### config.mk
export PLATFORM = sky130hd
export DESIGN_NAME = instr_encoder
export DESIGN_NICKNAME = d
export VERILOG_FILES = /design/src/rtl/instr_encoder_pkg.sv /design/src/rtl/instr_fmt_enc.sv /design/src/rtl/instr_encoder.sv
export SDC_FILE = /design/constraint.sdc
export NUM_CORES = 1
export LEC_CHECK = 0
export CORE_MARGIN = 2
export CORE_UTILIZATION = 45
export CTS_BUF_LIST = sky130_fd_sc_hd__clkbuf_2
export CTS_CLUSTER_SIZE = 30
export DETAILED_ROUTE_END_ITERATION = 8
export PLACE_DENSITY = 0.71
export SETUP_SLACK_MARGIN = 0.1
export SLEW_MARGIN = 10
export SYNTH_ARGS = -nofsm -noshare
export SYNTH_HDL_FRONTEND = slang
export SYNTH_HIERARCHICAL = 1
export SYNTH_SLANG_ARGS = --single-unit
### constraint.sdc
create_clock -name clk -period 4.9 [get_ports clk]
set_clock_uncertainty 0.05 [all_clocks]
set_input_delay 0.98 -clock clk [delete_from_list [all_inputs] [get_ports clk]]
set_output_delay 0.98 -clock clk [all_outputs]
set_load 0.02 [all_outputs]
### src/rtl/instr_encoder_pkg.sv
// Shared types and RV64 encoding constants for the instruction encoder slice.
package instr_encoder_pkg;

    typedef logic [31:0] u32;
    typedef logic [63:0] u64;

    typedef enum logic [3:0] {
        OP_ADDI  = 4'd0,
        OP_XORI  = 4'd1,
        OP_ORI   = 4'd2,
        OP_ANDI  = 4'd3,
        OP_LD    = 4'd4,
        OP_JALR  = 4'd5,
        OP_SD    = 4'd6,
        OP_LUI   = 4'd7,
        OP_AUIPC = 4'd8,
        OP_JAL   = 4'd9
    } op_t;

    localparam logic [6:0] OPC_OP_IMM = 7'b0010011;
    localparam logic [6:0] OPC_LOAD   = 7'b0000011;
    localparam logic [6:0] OPC_JALR   = 7'b1100111;
    localparam logic [6:0] OPC_STORE  = 7'b0100011;
    localparam logic [6:0] OPC_LUI    = 7'b0110111;
    localparam logic [6:0] OPC_AUIPC  = 7'b0010111;
    localparam logic [6:0] OPC_JAL    = 7'b1101111;

    localparam logic [2:0] F3_ADDI = 3'b000;
    localparam logic [2:0] F3_XORI = 3'b100;
    localparam logic [2:0] F3_ORI  = 3'b110;
    localparam logic [2:0] F3_ANDI = 3'b111;
    localparam logic [2:0] F3_LD   = 3'b011;
    localparam logic [2:0] F3_SD   = 3'b011;
    localparam logic [2:0] F3_JALR = 3'b000;

    localparam u32 INSTR_NOP = 32'h0000_0013;

    typedef struct packed {
        u32   instr;
        u64   addr;
        logic err;
    } entry_t;

    // True when v is a sign extension of its low (msb+1) bits.
    function automatic logic sext_fits(input u64 v, input int unsigned msb);
        u64 s;
        s = u64'($signed(v) >>> msb);
        return (s == '0) || (s == '1);
    endfunction

endpackage

### src/rtl/instr_fmt_enc.sv
// Combinational RV64 format encoder: selects I/S/U/J layout and flags out-of-range immediates.
module instr_fmt_enc
    import instr_encoder_pkg::*;
(
    input  op_t        op,
    input  logic [4:0] rd,
    input  logic [4:0] rs1,
    input  logic [4:0] rs2,
    input  u64         imm,
    output u32         instr,
    output logic       err
);

    logic i_ok;
    logic u_ok;
    logic j_ok;

    assign i_ok = sext_fits(imm, 11);
    assign u_ok = (imm[11:0] == 12'd0) && sext_fits(imm, 31);
    assign j_ok = !imm[0] && sext_fits(imm, 20);

    // Out-of-range immediates still produce the truncated encoding; only err reports it.
    always_comb begin
        instr = INSTR_NOP;
        err   = 1'b1;
        case (op)
            OP_ADDI:  begin instr = {imm[11:0], rs1, F3_ADDI, rd, OPC_OP_IMM}; err = !i_ok; end
            OP_XORI:  begin instr = {imm[11:0], rs1, F3_XORI, rd, OPC_OP_IMM}; err = !i_ok; end
            OP_ORI:   begin instr = {imm[11:0], rs1, F3_ORI,  rd, OPC_OP_IMM}; err = !i_ok; end
            OP_ANDI:  begin instr = {imm[11:0], rs1, F3_ANDI, rd, OPC_OP_IMM}; err = !i_ok; end
            OP_LD:    begin instr = {imm[11:0], rs1, F3_LD,   rd, OPC_LOAD};   err = !i_ok; end
            OP_JALR:  begin instr = {imm[11:0], rs1, F3_JALR, rd, OPC_JALR};   err = !i_ok; end
            OP_SD:    begin
                instr = {imm[11:5], rs2, rs1, F3_SD, imm[4:0], OPC_STORE};
                err   = !i_ok;
            end
            OP_LUI:   begin instr = {imm[31:12], rd, OPC_LUI};   err = !u_ok; end
            OP_AUIPC: begin instr = {imm[31:12], rd, OPC_AUIPC}; err = !u_ok; end
            OP_JAL:   begin
                instr = {imm[20], imm[10:1], imm[11], imm[19:12], rd, OPC_JAL};
                err   = !j_ok;
            end
            default:  begin instr = INSTR_NOP; err = 1'b1; end
        endcase
    end

endmodule

### src/rtl/instr_encoder.sv
// Instruction encoder: format encoder, address counter and 2-entry in-order output buffer.
module instr_encoder
    import instr_encoder_pkg::*;
#(
    parameter u64 PC_BASE = 64'h8000_0000
) (
    input  logic       clk,
    input  logic       reset,
    input  logic       in_valid,
    output logic       in_ready,
    input  op_t        op,
    input  logic [4:0] rd,
    input  logic [4:0] rs1,
    input  logic [4:0] rs2,
    input  u64         imm,
    input  logic       set_pc,
    input  u64         set_pc_addr,
    output logic       out_valid,
    input  logic       out_ready,
    output u32         out_instr,
    output u64         out_addr,
    output logic       out_err
);

    typedef enum logic [1:0] {
        OCC_EMPTY,
        OCC_ONE,
        OCC_FULL
    } occ_t;

    occ_t   occ, occ_nxt;
    entry_t main_q, skid_q, new_e;
    u64     pc_q, pc_nxt;
    u32     enc_instr;
    logic   enc_err;
    logic   push, pop;
    logic   load_main, load_skid, shift_skid;

    instr_fmt_enc u_fmt (
        .op    (op),
        .rd    (rd),
        .rs1   (rs1),
        .rs2   (rs2),
        .imm   (imm),
        .instr (enc_instr),
        .err   (enc_err)
    );

    assign in_ready  = (occ != OCC_FULL);
    assign out_valid = (occ != OCC_EMPTY);
    assign push      = in_valid && in_ready;
    assign pop       = out_valid && out_ready;

    always_comb begin
        new_e       = '0;
        new_e.instr = enc_instr;
        new_e.err   = enc_err;
        new_e.addr  = set_pc ? set_pc_addr : pc_q;
    end

    always_comb begin
        pc_nxt = pc_q;
        if (push)
            pc_nxt = new_e.addr + 64'd4;
        else if (set_pc)
            pc_nxt = set_pc_addr;
    end

    // main_q always holds the oldest entry; skid_q only fills while main_q is stalled.
    always_comb begin
        occ_nxt    = occ;
        load_main  = 1'b0;
        load_skid  = 1'b0;
        shift_skid = 1'b0;
        case (occ)
            OCC_EMPTY: begin
                if (push) begin
                    load_main = 1'b1;
                    occ_nxt   = OCC_ONE;
                end
            end
            OCC_ONE: begin
                if (push && pop) begin
                    load_main = 1'b1;
                end else if (push) begin
                    load_skid = 1'b1;
                    occ_nxt   = OCC_FULL;
                end else if (pop) begin
                    occ_nxt = OCC_EMPTY;
                end
            end
            OCC_FULL: begin
                if (pop) begin
                    shift_skid = 1'b1;
                    occ_nxt    = OCC_ONE;
                end
            end
            default: occ_nxt = OCC_EMPTY;
        endcase
    end

    always_ff @(posedge clk) begin
        if (reset) begin
            occ    <= OCC_EMPTY;
            main_q <= '0;
            skid_q <= '0;
            pc_q   <= PC_BASE;
        end else begin
            occ  <= occ_nxt;
            pc_q <= pc_nxt;
            if (load_main)
                main_q <= new_e;
            else if (shift_skid)
                main_q <= skid_q;
            if (load_skid)
                skid_q <= new_e;
        end
    end

    assign out_instr = main_q.instr;
    assign out_addr  = main_q.addr;
    assign out_err   = main_q.err;

endmodule

==> PnR_summary.wiki <==
{| class="wikitable"
! Metric !! Value
|-
| Cell count along the critical path || 3
|-
| Crit end category || output port
|-
| R2R Setup Slk || 1610 ps
|-
| Yosys warnings || 6
|-
| Sequential share of the synthesized area || 39.3%
|-
| Most common cell in the netlist || dfxtp_1
|-
| Cell type of the slowest stage on the worst timing path || nor2b_4
|-
| R2R Path Start || occ[1]$_SDFFE_PP0P_
|-
| Vertical die dimension || 176 um
|-
| First-pass iteration count of the detailed router || 8
|-
| CTS Hold Bufs || 0
|-
| # DRC || 0
|-
| Async S/R FF share, synth || 0%
|-
| Chain of cells forming the critical path || nor2b_4 -> inv_1 -> clkdlybuf4s50_1
|-
| Clock Sinks || 260
|-
| Total Routed Length || 43.2 mm
|-
| DIE AREA || 30800 sq um
|-
| CTS max path bufs || 3
|-
| CTS tree || yes
|-
| Achievable Freq || 0.246 GHz
|-
| Endpoint of the worst-slack reg-to-reg timing path || out_addr[24]$_SDFFE_PP0P_
|-
| # port buffers || 250
|-
| Top area cells in the synthesized netlist || dfxtp_1 (39%), a211oi_1 (8.4%), nand2_1 (5.6%)
|-
| Combined global-route utilization of all metal layers || 26.9%
|-
| Class of the most critical hold timing path || input port to flip-flop
|-
| Final net count || 1963
|-
| Clock edge transition at the registers on the reported setup and hold paths || 100 ps
|-
| Later-pin clock latency in the skew report || 860 ps
|-
| Vias per inst || 6.03
|-
| Critical path type || flip-flop to output port
|-
| Period utilization || 83.0%
|-
| #FFs+latches synth || 260
|-
| End point of the critical path || in_ready
|-
| Crit path DAT || 3040 ps
|-
| Post-CTS repair timing setup buffer count || 0
|-
| Max_slew headroom || 17.6%
|-
| Setup total negative slack || 0 ps
|-
| Post-synthesis cell count || 1603
|-
| Detailed-route via count || 13.5k
|-
| Cell accounting for the most synthesized area || dfxtp_1
|-
| Die Span X || 176 um
|-
| Initial standard-cell utilization of the core || 45.9%
|-
| IO Pins || 251
|-
| Remaining Overflow, GRT || 0
|-
| Mean cell area of the mapped netlist || 8.26 sq um
|-
| H-Tree Level Count || 3
|-
| Total count of max-transition violations in the final report || 0
|-
| Number of max-capacitance violations reported || 0
|-
| Register-to-Register Path Depth || 6
|-
| Area Growth Syn to Fin || 24.1%
|-
| Min cycle time layout || 4070 ps
|-
| Cell area after synthesis || 13200 sq um
|-
| Delay contributed by the slowest stage of the critical path || 990 ps
|-
| Startpoint type of the worst setup path || flip-flop
|-
| Post-cts sizing count || 0
|-
| Routed wirelength normalized by instance count || 19.3 um
|-
| Core Area || 28900 sq um
|-
| Setup repair after global routing missed its margin || false
|-
| Count of standard-cell rows || 62
|-
| First-pass GRT wire length || 67.6 mm
|-
| Unique cell type count in the Yosys netlist || 72
|-
| Endpoints failing setup || 0
|-
| Result of the run || complete, no violations
|-
| Proportion of netlist area held by the largest area contributor || 39.3%
|-
| Startpoint of the worst setup timing path || occ[1]$_SDFFE_PP0P_
|-
| Cell family contributing the most delay on the critical path || simple AND/OR/NAND/NOR gates
|-
| Sum of internal, switching and leakage power || 4.76 mW
|-
| Pwr Density || 290 nW/um^2
|-
| Post-Route Utilization || 56.9%
|-
| Final count of hold timing violations || 0
|-
| Via count of the first global-routing pass || 12.7k
|-
| Worst vdd rail ir drop || 0.000188 V
|-
| CTS Buf Count || 72
|-
| Half-perimeter wire length after detailed placement || 29.3 mm
|-
| Leakage power || 5.97 nW
|-
| Actual transition at the worst max-transition pin || 1240 ps
|-
| Count of non-filler cells in the finished layout || 2240
|-
| Cell types with the highest counts after synthesis || dfxtp_1 (260), nand2_1 (198), nor2_1 (167), a211oi_1 (148), clkbuf_1 (106)
|-
| Worst endpoint required time || 3870 ps
|-
| Proportion of layout cells with a drive suffix above 1 || 10.3%
|-
| Post-synth EDFFs || 0
|-
| Cells after DPL || 2120
|-
| Root buf cell || clkbuf_2
|-
| Initial antenna violation count || 1
|-
| Critical path fanouts, max || 46
|-
| Maximum number of pins on one net before global-route repair || 141
|-
| Most common flop cell mapped by yosys || dfxtp_1
|-
| First DRT Iteration DRCs || 1061
|-
| Number of nets still failing antenna checks after routing || 0
|-
| Routability-driven placement congestion ratio || 0.937
|-
| Total buffers and inverters traversed by the critical path || 2
|}
## power breakdown
group	internal, mW	leakage (nW)	total [mW]	switching, mW
clock	0.560	0.471	1.46	0.904
combinational	0.425	3.36	0.964	0.539
sequential	2.25	2.14	2.33	0.0851
total	3.23	5.97	4.76	1.53
## sequential cells by signal, indices dropped and copies added (netlist names)
name	cells
occ	2
out_err	1
out_addr	64
pc_q	64
skid_q	97
out_instr	32
## placed cells by master (no fill, tap or decap), types with 7 or more instances in the layout
| cell | Yosys | routed |
|---|---|---|
| dfxtp_1 | 260 | 260 |
| clkdlybuf4s50_1 | 0 | 247 |
| nand2_1 | 198 | 196 |
| nor2_1 | 167 | 167 |
| a211oi_1 | 148 | 148 |
| clkbuf_2 | 0 | 104 |
| nand3_1 | 97 | 97 |
| mux2i_1 | 70 | 70 |
| a21oi_1 | 58 | 58 |
| a311oi_1 | 54 | 54 |
| and3_1 | 53 | 53 |
| nand4_1 | 40 | 40 |
| nor4_1 | 40 | 40 |
| nor3_1 | 35 | 34 |
| a22oi_1 | 23 | 23 |
| mux2_2 | 20 | 20 |
| buf_4 | 6 | 20 |
| nand3b_1 | 16 | 16 |
| inv_1 | 14 | 14 |
| o21ai_0 | 14 | 14 |
| o31a_1 | 14 | 14 |
| nand4b_1 | 12 | 12 |
| a22o_1 | 12 | 12 |
| a222oi_1 | 11 | 11 |
| xnor2_1 | 9 | 9 |
| clkinv_1 | 0 | 9 |
| or2_2 | 8 | 8 |
| o31ai_1 | 8 | 8 |
| o22ai_1 | 7 | 7 |
## per-stage QoR
step                      hold WS [ps]  worst slack (ps)  instance area, sq um
after floorplan                    387               663                 13200
after global placement             392              1230                 15900
after detailed placement           397              1100                 15900
after CTS                          334               810                 16400
after global routing               335               663                 16400
final                              399               832                 16400
## worst min-delay path by stage
stage | from | endpoint | slack, ps | cells past startpoint
after floorplan | skid_q[0]$_SDFFE_PP0P_ | skid_q[0]$_SDFFE_PP0P_ | 390 | 2
after global placement | skid_q[66]$_SDFFE_PP0P_ | skid_q[66]$_SDFFE_PP0P_ | 390 | 2
after detailed placement | skid_q[82]$_SDFFE_PP0P_ | skid_q[82]$_SDFFE_PP0P_ | 400 | 2
after CTS | reset | skid_q[83]$_SDFFE_PP0P_ | 330 | 2
after global routing | reset | skid_q[83]$_SDFFE_PP0P_ | 340 | 2
final | reset | skid_q[83]$_SDFFE_PP0P_ | 400 | 2
## layer usage
| layer | part of all wire, % | GRT usage, % |
|---|---|---|
| met2 | 47 | 43.7 |
| met3 | 7.4 | 5.32 |
| met5 | 0 | 0 |
| met1 | 44 | 35.9 |
| met4 | 2.3 | 8.57 |
## kinds of logic (layout without fill, tap and decap cells)
group	Yosys count	after routing	share of synthesized area [%]
buf+inv	157	408	5.08
mux	90	90	6.99
other cells	1	3	0.0283
simple gates	703	703	26.3
flops	260	260	39.3
xor+xnor	10	10	0.662
compound gates	381	381	21.5
fa+ha+maj	1	1	0.0945
## area by class of cell
type                            count  area (sq um)
Multi-Input combinational cell   1187          7390
Sequential cell                   260          5200
Tap cell                          384           480
Clock buffer                      104           520
Timing Repair Buffer              273          2710
Antenna cell                        1          2.50
Clock inverter                     15          58.8
Inverter                           16          60.1
Fill cell                        2727         12400
Power figures use the tool's default switching activity.
